**src/rtl/ebc_pkg.sv**
```systemverilog
// ebc_pkg: shared definitions for the ECB decrypt-cell serializer.
//   state_t          - serializer states (no key / waiting for block / shifting)
//   EBC_WIDTH        - default block and key width in bits
//   EBC_BLK_CNT_W    - default width of the completed-block counter
package ebc_pkg;

    typedef enum logic [1:0] {
        S_NOKEY = 2'd0,
        S_WAIT  = 2'd1,
        S_SHIFT = 2'd2
    } state_t;

    localparam int EBC_WIDTH     = 8;
    localparam int EBC_BLK_CNT_W = 16;

endpackage

```
**src/rtl/ebc_dec_serializer_shift_reg.sv**
```systemverilog
// ebc_shift_reg: WIDTH-bit parallel-load, shift-left register with MSB output.
//   clk        - clock, rising edge
//   rst        - synchronous active-high clear
//   load_i     - load load_val_i (takes priority over shift)
//   load_val_i - parallel load value
//   shift_i    - shift left by one, zero fill
//   msb_o      - current most significant bit
module ebc_shift_reg #(
    parameter int WIDTH = 8
) (
    input  logic             clk,
    input  logic             rst,
    input  logic             load_i,
    input  logic [WIDTH-1:0] load_val_i,
    input  logic             shift_i,
    output logic             msb_o
);

    logic [WIDTH-1:0] sr_q, sr_d;

    always_comb begin
        sr_d = sr_q;
        if (load_i) begin
            sr_d = load_val_i;
        end else if (shift_i) begin
            sr_d = {sr_q[WIDTH-2:0], 1'b0};
        end
    end

    always_ff @(posedge clk) begin
        if (rst) begin
            sr_q <= '0;
        end else begin
            sr_q <= sr_d;
        end
    end

    assign msb_o = sr_q[WIDTH-1];

endmodule

```
**src/rtl/ebc_dec_serializer.sv**
```systemverilog
// ebc_dec_serializer: feeds the 1-bit ECB XOR decrypt cell. Accepts WIDTH-bit
// ciphertext blocks over valid/ready and shifts each out MSB-first together
// with the matching bit of the held key, framed by bit_valid/bit_last.
//   clk, rst            - clock and synchronous active-high reset
//   key_load, key_in    - key load strobe and value
//   ct_valid/ct_ready   - ciphertext block handshake, ct_in block data
//   ct_bit, k_bit       - current ciphertext / key bit
//   bit_valid/bit_ready - bit handshake, bit_last marks the block LSB
//   key_loaded          - a key is held since reset
//   key_err             - pulse: key_load ignored while shifting
//   blk_count           - completed blocks, wraps silently
module ebc_dec_serializer
    import ebc_pkg::*;
#(
    parameter int WIDTH     = EBC_WIDTH,
    parameter int BLK_CNT_W = EBC_BLK_CNT_W
) (
    input  logic                 clk,
    input  logic                 rst,
    input  logic                 key_load,
    input  logic [WIDTH-1:0]     key_in,
    input  logic                 ct_valid,
    output logic                 ct_ready,
    input  logic [WIDTH-1:0]     ct_in,
    output logic                 ct_bit,
    output logic                 k_bit,
    output logic                 bit_valid,
    input  logic                 bit_ready,
    output logic                 bit_last,
    output logic                 key_loaded,
    output logic                 key_err,
    output logic [BLK_CNT_W-1:0] blk_count
);

    localparam int IDX_W = (WIDTH > 2) ? $clog2(WIDTH) : 1;
    localparam logic [IDX_W-1:0] IDX_LAST = IDX_W'(WIDTH - 1);

    state_t               state_q, state_d;
    logic [WIDTH-1:0]     key_q, key_d;
    logic [IDX_W-1:0]     idx_q, idx_d;
    logic [BLK_CNT_W-1:0] blk_count_q, blk_count_d;
    logic                 key_loaded_q, key_loaded_d;
    logic                 key_err_q, key_err_d;

    logic valid, last, hs, ready, accept, shift_en;
    logic ct_msb, k_msb;

    always_comb begin
        state_d      = state_q;
        key_d        = key_q;
        idx_d        = idx_q;
        blk_count_d  = blk_count_q;
        key_loaded_d = key_loaded_q;
        ready        = 1'b0;
        shift_en     = 1'b0;
        valid        = (state_q == S_SHIFT);
        last         = valid && (idx_q == IDX_LAST);
        hs           = valid && bit_ready;
        // The in-flight block keeps its captured key; a reload attempt is only flagged.
        key_err_d    = key_load && valid;

        case (state_q)
            S_NOKEY: begin
                if (key_load) begin
                    key_d        = key_in;
                    key_loaded_d = 1'b1;
                    state_d      = S_WAIT;
                end
            end
            S_WAIT: begin
                // A key reload wins over a block offered in the same cycle.
                ready = !key_load;
                if (key_load) begin
                    key_d = key_in;
                end
            end
            S_SHIFT: begin
                if (hs) begin
                    if (last) begin
                        // Open the input during the final handshake so blocks stream without a bubble.
                        ready       = 1'b1;
                        blk_count_d = blk_count_q + BLK_CNT_W'(1);
                        state_d     = S_WAIT;
                    end else begin
                        shift_en = 1'b1;
                        idx_d    = idx_q + IDX_W'(1);
                    end
                end
            end
            default: state_d = S_NOKEY;
        endcase

        accept = ct_valid && ready;
        if (accept) begin
            state_d = S_SHIFT;
            idx_d   = '0;
        end
    end

    always_ff @(posedge clk) begin
        if (rst) begin
            state_q      <= S_NOKEY;
            key_q        <= '0;
            idx_q        <= '0;
            blk_count_q  <= '0;
            key_loaded_q <= 1'b0;
            key_err_q    <= 1'b0;
        end else begin
            state_q      <= state_d;
            key_q        <= key_d;
            idx_q        <= idx_d;
            blk_count_q  <= blk_count_d;
            key_loaded_q <= key_loaded_d;
            key_err_q    <= key_err_d;
        end
    end

    ebc_shift_reg #(.WIDTH(WIDTH)) u_ct_sr (
        .clk        (clk),
        .rst        (rst),
        .load_i     (accept),
        .load_val_i (ct_in),
        .shift_i    (shift_en),
        .msb_o      (ct_msb)
    );

    ebc_shift_reg #(.WIDTH(WIDTH)) u_k_sr (
        .clk        (clk),
        .rst        (rst),
        .load_i     (accept),
        .load_val_i (key_q),
        .shift_i    (shift_en),
        .msb_o      (k_msb)
    );

    // Bits are forced low outside S_SHIFT so idle outputs never leak stale data.
    assign ct_bit     = valid && ct_msb;
    assign k_bit      = valid && k_msb;
    assign bit_valid  = valid;
    assign bit_last   = last;
    assign ct_ready   = ready;
    assign key_loaded = key_loaded_q;
    assign key_err    = key_err_q;
    assign blk_count  = blk_count_q;

endmodule

```
**config.mk**
```make
export PLATFORM = sky130hd
export DESIGN_NAME = ebc_dec_serializer
export DESIGN_NICKNAME = d
export VERILOG_FILES = /design/src/rtl/ebc_pkg.sv /design/src/rtl/ebc_dec_serializer_shift_reg.sv /design/src/rtl/ebc_dec_serializer.sv
export SDC_FILE = /design/constraint.sdc
export NUM_CORES = 1
export LEC_CHECK = 0
export ABC_AREA = 1
export BUFFER_PORTS_ARGS = -buffer_cell sky130_fd_sc_hd__buf_2
export CAP_MARGIN = 20
export CORE_MARGIN = 2
export CORE_UTILIZATION = 45
export CTS_CLUSTER_SIZE = 14
export DETAILED_ROUTE_END_ITERATION = 7
export HOLD_SLACK_MARGIN = 0.1
export PLACE_DENSITY = 0.67
export SYNTH_ARGS = -nofsm -noshare
export SYNTH_HDL_FRONTEND = slang
export SYNTH_SLANG_ARGS = --single-unit
```
**constraint.sdc**
```tcl
create_clock -name clk -period 4.2 [get_ports clk]
set_input_delay 0.21 -clock clk [delete_from_list [all_inputs] [get_ports clk]]
set_output_delay 0.21 -clock clk [all_outputs]
set_load 0.1 [all_outputs]
```
# After elaboration in Yosys (flattened, before gate mapping)

Index checks and enable logic that the tools add are counted.

Bits in registers: 47
Bits of input ports: 21
Output and inout port bits: 23
Word-level logic and storage cells: 55

$add $sub $neg: 2
Equal/unequal tests: 10
Multiplexer cells: 15
Bitwise logic cells: 2
Reduce and logical (&&, ||, !) cells: 17

Operators with widths:

| cell                                          | count |
|---|---|
| 2-to-1 mux 8 bit                              | 4 |
| adder 16 x 1 -> 16 bit, second input constant | 1 |
| 2-to-1 mux 2 bit                              | 4 |
| AND reduction 4 bit                           | 2 |
| logical AND 1 bit                             | 6 |
| != test 2 bit, second input constant          | 3 |
| one-hot mux 2 bit (3 select lines)            | 1 |
| AND reduction 3 bit                           | 2 |
| 2-to-1 mux 1 bit                              | 5 |
| AND reduction 2 bit                           | 2 |
| OR reduction 2 bit                            | 2 |
| adder 3 x 1 -> 3 bit, second input constant   | 1 |
| == test 3 bit, second input constant          | 1 |
| != test 3 x 1 -> 1 bit, second input constant | 1 |
| != test 3 x 2 -> 1 bit, second input constant | 1 |
| != test 3 bit, second input constant          | 1 |
| == test 2 x 1 -> 1 bit, second input constant | 1 |
| == test 2 bit, second input constant          | 1 |
| zero test 2 bit                               | 1 |
| != test 2 x 1 -> 1 bit, second input constant | 1 |
| NOT 1 bit                                     | 2 |
| one-hot mux 1 bit (2 select lines)            | 1 |
| nonzero test 2 bit                            | 1 |
| zero test 1 bit                               | 1 |

# Longest topological paths before layout

Gate-level depths: netlist (run 1).

Depth after elaboration: 8
Mapped depth: 10
Depth with buffers taken out: 10

# Hierarchy

A second synthesis (run 1) with hierarchy kept.

Cell total of the unflattened synthesis: 334
Area total of the unflattened synthesis: 2309.7 um^2

Modules (own cells, without submodules):

| module             | instances | cells each | area an instance (um^2) |
|---|---|---|---|
| ebc_dec_serializer | 1         | 214        | 1511.4 |
| ebc_shift_reg      | 2         | 60         | 399.1 |

# Worst setup path after synthesis (run 1)

No wires, ideal clock.

Path kind: reg2out
Start: register state_q[0]
End: output port ct_ready
Data arrival time: 2.425 ns
Required time: 3.990 ns
Path slack: 1.565 ns
Cell stages (with the launch flop): 7
Cells stage by stage: dfxtp_1 -> inv_1 -> ha_1 -> buf_6 -> nand3_4 -> o21ai_4 -> and2_1

Longest elaborated chain between the ends: 5
Elaborated cells between the ends (all ways): 7

RTL lines:

| item                                   | RTL line                  | text |
|---|---|---|
| start: declaration                     | ebc_dec_serializer.sv:38  | `state_t state_q, state_d;` |
| start signal: assignment               | ebc_dec_serializer.sv:109 | `state_q <= state_d;` |
| == test 2 bit (*)                      | ebc_dec_serializer.sv:56  | `valid = (state_q == S_SHIFT);` |
| net bit_valid                          | ebc_dec_serializer.sv:27  | `output logic bit_valid,` |
| logical AND 1 bit                      | ebc_dec_serializer.sv:57  | `last = valid && (idx_q == IDX_LAST);` |
| 2-to-1 mux 1 bit                       | ebc_dec_serializer.sv:79  | `if (last) begin` |
| 2-to-1 mux 1 bit                       | ebc_dec_serializer.sv:78  | `if (hs) begin` |
| one-hot mux 1 bit (2 select lines) (*) | ebc_dec_serializer.sv:62  | `case (state_q)` |
| end: declaration                       | ebc_dec_serializer.sv:23  | `output logic ct_ready,` |

Mark *: on every way through the listed nets, which the timed path passes. The rest lies on a longest branch.

# Worst setup path after layout (run 1)

Start: register state_q[0]
End: output port ct_ready

Longest elaborated chain between the ends: 5
Elaborated cells between the ends (all ways): 7

RTL lines:

| item                                   | RTL line |
|---|---|
| == test 2 bit                          | ebc_dec_serializer.sv:56, ebc_dec_serializer.sv:62 |
| logical AND 1 bit                      | ebc_dec_serializer.sv:57 |
| 2-to-1 mux 1 bit                       | ebc_dec_serializer.sv:79 |
| 2-to-1 mux 1 bit                       | ebc_dec_serializer.sv:78 |
| one-hot mux 1 bit (2 select lines) (*) | ebc_dec_serializer.sv:62 |

Every way passes the cells marked *; elsewhere a longest branch is shown, timed or not.

==> results of run 1 <==
-- per-layer routing --
| layer | GRT usage (%) | wire length [um] | vias to the layer above | share of wire [%] |
|---|---|---|---|---|
| met5 | 0 | 0 | - | 0 |
| met4 | 5.95 | 46 | 0 | 1.1 |
| met3 | 4.34 | 207 | 5 | 4.8 |
| met2 | 26.2 | 1770 | 34 | 41 |
| met1 | 24.3 | 2300 | 828 | 53 |
| li1 | - | - | 1035 | - |
-- final timing paths --
kind                       start               to  slack (ns)  depth (start not counted)
setup / recovery      state_q[0]         ct_ready        2.00                          6
hold / removal          ct_in[1]  u_ct_sr.sr_q[1]        0.13                          3
setup reg to reg      state_q[0]   u_k_sr.sr_q[2]        2.29                          8
hold reg to reg   u_k_sr.sr_q[0]   u_k_sr.sr_q[0]        0.47                          2
-- cells in the final DEF, fill, tap and decap left out --
cell type | netlist | routed
o21ai_0 | 23 | 23
and3_1 | 1 | 1
and2_1 | 1 | 1
nand3_2 | 2 | 2
nor2_2 | 1 | 1
nor2_8 | 1 | 1
nor2_1 | 47 | 47
nand4_1 | 5 | 5
o211ai_1 | 1 | 1
xnor2_1 | 1 | 1
buf_2 | 0 | 43
nor2_4 | 2 | 2
clkbuf_8 | 0 | 6
clkinvlp_4 | 0 | 1
nand2_2 | 1 | 1
nand3_4 | 2 | 2
o211a_1 | 10 | 10
o21a_1 | 1 | 1
o21ai_4 | 1 | 1
ha_1 | 6 | 6
nand3_1 | 15 | 15
inv_2 | 2 | 2
clkinv_4 | 0 | 1
a21oi_1 | 17 | 17
nor3_1 | 2 | 2
o21ai_1 | 1 | 1
xor2_1 | 1 | 1
nand2_1 | 64 | 64
dfxtp_1 | 47 | 47
nor3b_1 | 1 | 1
inv_1 | 31 | 31
-- state kept, by name, summed over array words and instances, names as in the netlist --
name / cells
idx_q: 3
key_loaded: 1
u_k_sr.sr_q: 8
key_q: 8
u_ct_sr.sr_q: 8
key_err: 1
state_q: 2
blk_count: 16
-- cell type report --
class                      instances  share of cell area [%]
sequential                        47                    36.8
multi-input combinational        207                    42.8
clock buffer                       6                    3.23
tap                               67                    3.28
clock inverter                     2                   0.637
timing repair buffer              43                    8.42
inverter                          33                    4.85
-- cell families (layout without fill, tap and decap cells) --
group                    after synthesis  in the layout  synth area share, %
adder cells (fa/ha/maj)                6              6                 3.38
AO/OA/AOI/OAI                         54             54                 15.2
AND/OR/NAND/NOR                      145            145                 29.9
buffers and inverters                 42             84                 8.45
XOR/XNOR                               2              2                0.789
flip-flops                            47             47                 42.4
-- power by group through the flow --
stage                     sequential [uW]  combinational (uW)  clock, uW
after floorplan                       490                69.8          0
after global placement                483                 102          0
after detailed placement              483                 103          0
after CTS                             473                 104        297
after global routing                  475                 118        314
final                                 473                 103        286
-- worst max-delay path: cells and delay by family (launching register included) --
kind | cells | cell delay [ns]
compound gates | 1 | 0.13
fa+ha+maj | 1 | 0.39
buf+inv | 2 | 0.49
flops | 1 | 0.33
simple gates | 2 | 0.36
-- through the flow --
step                      utilization, %  total power, uW  std cells  worst slack, ns  hold WS, ns
after floorplan                        -              560        296             1.57        0.286
after global placement              51.7              585        397             2.24        0.443
after detailed placement            51.7              587        397             2.25        0.438
after CTS                           53.7              873        405             1.95        0.120
after global routing                53.7              907        405             1.84        0.140
final                               53.7              862        405             2.00        0.133
==> impl_metrics.json, run 1 <==
{
  "rsz0062_at_grt": "no",
  "swShare_pct": 26.7,
  "wl_per_cell_um": 10.7,
  "synth.top_cell.area_share_pct": 42.4,
  "yosys-top-cells-count": "64 x nand2_1, 47 x dfxtp_1, 47 x nor2_1, 31 x inv_1, 23 x o21ai_0",
  "io_pins": 44,
  "worst_slew_pin_slew_ns": 0.861,
  "fmax_ghz": 0.455,
  "antenna_found_initial": 0,
  "seqCellArea_um2": 941,
  "tritoncts": "yes",
  "viasPerCell": 4.70,
  "clkPwrFrac_pct": 33.2,
  "grt_max_degree": 33,
  "routed_wl_um": 4320,
  "yosysSeqAreaShare_pct": 42.4,
  "htreeDepth": 2,
  "worst_path_largest_cell_delay_ns": 0.41,
  "grt.total_usage_pct": 17.4,
  "synth.net_count": 323,
  "synth_ff_type": "dfxtp_1",
  "status": "finished clean",
  "final_net_count": 364,
  "cp-end-kind": "primary output",
  "io_buffers": 43,
  "die_h_um": 74.3,
  "start_util_pct": 46.7,
  "fp.dieW_um": 74.3,
  "p_sw_uw": 230,
  "setup_tns_ns": 0,
  "max_slew_margin_pct": 42.6,
  "synth-warning-count": 0,
  "p_leak_uw": 0.00128,
  "fillCellCount": 489,
  "drv_cap": 0,
  "dpl-instance-area_um2": 2460,
  "grt_pass1_vias": 1685,
  "via_count": 1902,
  "rows": 25,
  "synth_cells": 296,
  "grt_pass1_wl_um": 7450,
  "final_area_um2": 2550,
  "dr.pass1.iters": 4,
  "synth_edf_count": 0,
  "fin_crit_sh_pct": 52.3,
  "synth-seq-cells": 47,
  "hpwlAfterDp_um": 3130,
  "cts_buffers": 5,
  "min_path_type": "input port to register",
  "cts_setup_buffers": 0,
  "peakVddDrop_uv": 261,
  "slew_violations": 0,
  "ctsHoldBuffers": 0,
  "root_buffer": "clkbuf_8",
  "drive_gt1_share_pct": 18.6,
  "areaGrowthSynthToFinish_pct": 15.0,
  "ys_types": 30,
  "core_area_um2": 4750,
  "grt_overflow": 0,
  "ant_nets": 0,
  "crit_path_max_fanout": 9,
  "startpoint_type": "register",
  "criticalPathCategory": "register to primary output",
  "crit_required_ns": 3.99,
  "antennaDiodeCount": 0,
  "multi_input_area_um2": 1090,
  "crit_chain": "inv_1 -> ha_1 -> nand3_4 -> o21ai_4 -> and2_1 -> buf_2",
  "hold_violations": 0,
  "async_reset_ff_share_pct": 0,
  "dieArea_um2": 5510,
  "place_congestion": 0.826,
  "yosysTopAreaCell": "dfxtp_1",
  "drtIter0Drc": 70,
  "power_frac_seq_pct": 54.9,
  "min_period_ns": 2.20,
  "comb_power_share_pct": 11.9,
  "crit_slowest_cell": "buf_2",
  "insertion_delay_ns": 0.30,
  "finClkSkew_ns": 0.0103,
  "syn_avg_cell_area_um2": 7.50,
  "ys_top_cells_by_area": "dfxtp_1 42%, nand2_1 11%, nor2_1 7.9%",
  "synth_most_common_cell": "nand2_1",
  "cts.clk_slew.worst_paths_ns": 0.09,
  "powerDensity_nw_per_um2": 337,
  "p_int_uw": 632,
  "clk_path_buf_depth": 2,
  "cts_sinks": 47,
  "setup-violations-final": 0,
  "cp.arrival_ns": 1.99,
  "cts.repair.resized": 0,
  "drc": 0,
  "syn-cell-area_um2": 2220
}
Note: power is estimated with default switching activity, not from simulation.
==> inputs of run 2 (changes only) <==
==> constraint.sdc (replaced) <==
create_clock -name clk -period 2.28 [get_ports clk]
set_input_delay 0.114 -clock clk [delete_from_list [all_inputs] [get_ports clk]]
set_output_delay 0.114 -clock clk [all_outputs]
set_load 0.1 [all_outputs]
==> impl_metrics.json, run 2 (same netlist as run 1, synthesis figures left out) <==
{
  "worst_slew_pin_slew_ns": 0.486,
  "criticalPathCategory": "register to primary output",
  "reg2reg_from": "idx_q[0]",
  "cts_buffers": 5,
  "grt_pass1_vias": 1784,
  "grt_overflow": 0,
  "layout.cells.non_filler": 424,
  "clk_path_buf_depth": 2,
  "root_buffer": "clkbuf_8",
  "start_util_pct": 46.7,
  "areaGrowthSynthToFinish_pct": 22.8,
  "worst_path_largest_cell_delay_ns": 0.41,
  "worst-path-buf-inv": 2,
  "cts_setup_buffers": 0,
  "use_met2_pct": 28.6,
  "drv_cap": 0,
  "slew_violations": 0,
  "dp_slack_ns": 0.505,
  "reg2reg_depth": 10,
  "dr.pass1.iters": 5,
  "finClkSkew_ns": 0.00695,
  "cts_sinks": 47,
  "crit_path_max_fanout": 9,
  "antenna_found_initial": 0,
  "use_met3_pct": 3.79,
  "grt_use_met1_pct": 23.8,
  "crit_slowest_cell": "buf_2",
  "cts.clk_slew.worst_paths_ns": 0.09,
  "viasPerCell": 4.71,
  "routed_wl_um": 4610,
  "ant_nets": 0,
  "rows": 25,
  "cp_top_family": "buffers and inverters",
  "wl_per_cell_um": 10.9,
  "grt.total_usage_pct": 17.7,
  "fp.dieW_um": 74.3,
  "r2r-end": "u_k_sr.sr_q[2]",
  "antennaDiodeCount": 0,
  "setup-violations-final": 0,
  "drtIter0Drc": 127,
  "cp.arrival_ns": 1.88,
  "peakVddDrop_uv": 247,
  "min_period_ns": 1.99,
  "final_cell_mix": "64 x nand2_1, 47 x nor2_1, 47 x dfxtp_1",
  "rsz0062_at_grt": "no",
  "drive_gt1_share_pct": 18.5,
  "grt_pass1_wl_um": 7650,
  "cp-end-kind": "primary output",
  "reg2reg_slack_ns": 0.45,
  "status": "finished clean",
  "hold_depth": 2,
  "core_area_um2": 4750,
  "grt_max_degree": 29,
  "setup_tns_ns": 0,
  "startpoint_type": "register",
  "final_area_um2": 2730,
  "crit_chain": "inv_1 -> ha_2 -> nand3_4 -> o21ai_4 -> and2_1 -> buf_2",
  "io_pins": 44,
  "worst_slack_ns": 0.286,
  "min-delay-start": "rst",
  "max_slew_margin_pct": 67.8,
  "min_path_type": "input port to register",
  "io_buffers": 43,
  "fin_crit_sh_pct": 87.5,
  "htreeDepth": 2,
  "hpwlAfterDp_um": 3210,
  "place_congestion": 0.814,
  "fmax_ghz": 0.501,
  "hold_violations": 0,
  "dpl-instance-area_um2": 2470,
  "crit_required_ns": 2.17,
  "p_leak_uw": 0.00136,
  "tritoncts": "yes",
  "dieArea_um2": 5510,
  "die_h_um": 74.3,
  "largest_reg_flops": 16,
  "final_util_pct": 57.4,
  "powerDensity_nw_per_um2": 577,
  "worstHoldEndpoint": "key_loaded",
  "dp.cells": 399,
  "via_count": 1995,
  "final_net_count": 383,
  "insertion_delay_ns": 0.29,
  "busiest_layer": "met2",
  "drc": 0,
  "final_common_cell": "nand2_1"
}
## run 2: through the flow
| stage | hold WS (ns) | power, uW |
|---|---|---|
| after global placement | 0.344 | 1090 |
| final | 0.150 | 1570 |
| after floorplan | 0.190 | 1030 |
| after CTS | 0.154 | 1590 |
| after global routing | 0.173 | 1640 |
| after detailed placement | 0.344 | 1090 |
## run 2: metal layers
metal,share of wire (%),vias to the layer above,wire length [um]
met4,1.3,0,59
met3,4.3,6,200
met5,0,-,0
met2,45,43,2060
li1,-,1076,-
met1,50,870,2290
## run 2: repair_timing
item / 4_1_cts / 5_1_grt
endpoints found under the hold margin: 17 / 0
hold buffers: 17 / 0
gates resized for setup: 0 / 0
## run 2: cell type report
class                           instances  area (um^2)
Tap cell                               67         83.8
Multi-Input combinational cell        207         1090
Sequential cell                        47          941
Inverter                               33          124
Fill cell                             499         2030
Timing Repair Buffer                   62          400
Clock buffer                            5         68.8
Clock inverter                          3         15.0
## run 2: how the worst max path moves through the flow
| stage | from | end | slack (ns) | cells past startpoint |
|---|---|---|---|---|
| 2_1_floorplan | state_q[0] | ct_ready | 0.05 | 6 |
| 3_3_place_gp | state_q[0] | u_ct_sr.sr_q[0] | 0.53 | 8 |
| 3_5_place_dp | state_q[0] | u_ct_sr.sr_q[0] | 0.51 | 8 |
| 4_1_cts | state_q[0] | ct_ready | 0.27 | 6 |
| 5_1_grt | idx_q[0] | ct_ready | 0.18 | 6 |
| 6_report | state_q[0] | ct_ready | 0.29 | 6 |
## run 2: power breakdown
part	switching, uW	total [uW]	leakage (uW)	internal, uW
sequential	17.3	871	0.000381	854
clock	274	485	0.0000477	210
combinational	132	218	0.000929	86.3
total	424	1570	0.00136	1150
==> inputs of run 3 (changes only) <==
--- a/config.mk
+++ b/config.mk
@@ -9,11 +9,11 @@
 export BUFFER_PORTS_ARGS = -buffer_cell sky130_fd_sc_hd__buf_2
 export CAP_MARGIN = 20
 export CORE_MARGIN = 2
-export CORE_UTILIZATION = 45
+export CORE_UTILIZATION = 54
 export CTS_CLUSTER_SIZE = 14
 export DETAILED_ROUTE_END_ITERATION = 7
 export HOLD_SLACK_MARGIN = 0.1
-export PLACE_DENSITY = 0.67
+export PLACE_DENSITY = 0.78
 export SYNTH_ARGS = -nofsm -noshare
 export SYNTH_HDL_FRONTEND = slang
 export SYNTH_SLANG_ARGS = --single-unit
==> impl_metrics.json, run 3 (same netlist as run 1, synthesis figures left out) <==
{
  "status": "finished clean",
  "htreeDepth": 2,
  "via_count": 1999,
  "crit_required_ns": 2.17,
  "finClkSkew_ns": 0.00953,
  "fillCellCount": 356,
  "crit_chain": "inv_1 -> ha_2 -> nand3_4 -> o21ai_4 -> and2_1 -> buf_2",
  "startpoint_type": "register",
  "worst_path_largest_cell_delay_ns": 0.41,
  "max_slew_margin_pct": 67.4,
  "drc": 0,
  "crit_slowest_cell": "buf_2",
  "core_area_um2": 3970,
  "crit_path_max_fanout": 9,
  "min_period_ns": 2.00,
  "antenna_found_initial": 0,
  "hpwlAfterDp_um": 3210,
  "fin_crit_sh_pct": 87.6,
  "cts.clk_slew.worst_paths_ns": 0.09,
  "peakVddDrop_uv": 382,
  "io_pins": 44,
  "dpl-instance-area_um2": 2450,
  "insertion_delay_ns": 0.29,
  "min_path_type": "input port to register",
  "cts_sinks": 47,
  "worst_slew_pin_slew_ns": 0.492,
  "die_h_um": 68.1,
  "use_met2_pct": 34.3,
  "rows": 23,
  "final_common_cell": "nand2_1",
  "drive_gt1_share_pct": 18.0,
  "fin_total_pwr_uw": 1670,
  "fmax_ghz": 0.501,
  "io_buffers": 43,
  "dieArea_um2": 4640,
  "viasPerCell": 4.92,
  "final_area_um2": 2730,
  "antennaDiodeCount": 0,
  "grt_use_met1_pct": 28.9,
  "hold_ws_ns": 0.157,
  "criticalPathCategory": "register to primary output",
  "clk_path_buf_depth": 2,
  "final_net_count": 383,
  "powerDensity_nw_per_um2": 612,
  "wl_per_cell_um": 11.3,
  "slew_violations": 0,
  "use_met3_pct": 5.26,
  "grt_pass1_wl_um": 7540,
  "drtIter0Drc": 129,
  "busiest_layer": "met2",
  "largest_reg_flops": 16,
  "p_leak_uw": 0.00136,
  "areaGrowthSynthToFinish_pct": 22.7,
  "cts_buffers": 5,
  "tritoncts": "yes",
  "grt_pass1_vias": 1724,
  "hold_violations": 0,
  "final_cell_mix": "64 x nand2_1, 47 x nor2_1, 47 x dfxtp_1",
  "grt_max_degree": 29,
  "grt_overflow": 0,
  "start_util_pct": 55.9,
  "routed_wl_um": 4600,
  "cp-end-kind": "primary output",
  "rsz0062_at_grt": "no",
  "cp.arrival_ns": 1.88,
  "setup_tns_ns": 0,
  "fp.dieW_um": 68.1,
  "grt.total_usage_pct": 21.4,
  "place_congestion": 0.828,
  "setup-violations-final": 0,
  "drv_cap": 0,
  "ant_nets": 0,
  "root_buffer": "clkbuf_8",
  "dr.pass1.iters": 4,
  "cts_setup_buffers": 0
}
[run 3: worst paths after layout]
path | startpoint | to | slack, ns | cells after the start
max | state_q[0] | ct_ready | 0.28 | 6
min | rst | key_loaded | 0.16 | 2
max reg2reg | idx_q[0] | u_k_sr.sr_q[2] | 0.46 | 10
min reg2reg | key_loaded | key_loaded | 0.47 | 2
[run 3: critical path, delay by kind of cell (launching register included)]
kind                     cells  cell delay, ns
flip-flops                   1            0.34
buffers and inverters        2            0.50
AO/OA/AOI/OAI                1            0.12
AND/OR/NAND/NOR              2            0.33
adder cells (fa/ha/maj)      1            0.31
[run 3: layout make-up]
type | count | area [um^2] | area share, %
Clock buffer | 6 | 72.6 | 2.66
Clock inverter | 1 | 30.0 | 1.10
Tap cell | 50 | 62.6 | 2.30
Multi-Input combinational cell | 207 | 1090 | 40.2
Inverter | 33 | 124 | 4.55
Sequential cell | 47 | 941 | 34.5
Timing Repair Buffer | 62 | 400 | 14.7
[run 3: per-layer routing]
metal	wire [um]	vias up
met2	2120	34
met4	34	0
met5	0	-
li1	-	1072
met1	2260	889
met3	186	4
[run 3: per-stage QoR]
| stage | utilization [%] | setup slack, ns | std cells |
|---|---|---|---|
| 2_1_floorplan | - | 0.0542 | 296 |
| 3_3_place_gp | 61.8 | 0.549 | 382 |
| 3_5_place_dp | 61.8 | 0.477 | 382 |
| 4_1_cts | 68.6 | 0.258 | 406 |
| 5_1_grt | 68.6 | 0.161 | 406 |
| 6_report | 68.6 | 0.283 | 406 |
[run 3: what timing repair did]
action                    CTS  global route
resized for setup           0             0
hold endpoints to repair   17             0
hold buffers               17             0
[run 3: power breakdown]
group          total [uW]  leakage, uW  internal, uW  switching, uW
Clock                 575    0.0000513           321            254
Sequential            872     0.000381           854           18.2
Combinational         220     0.000929          86.2            133
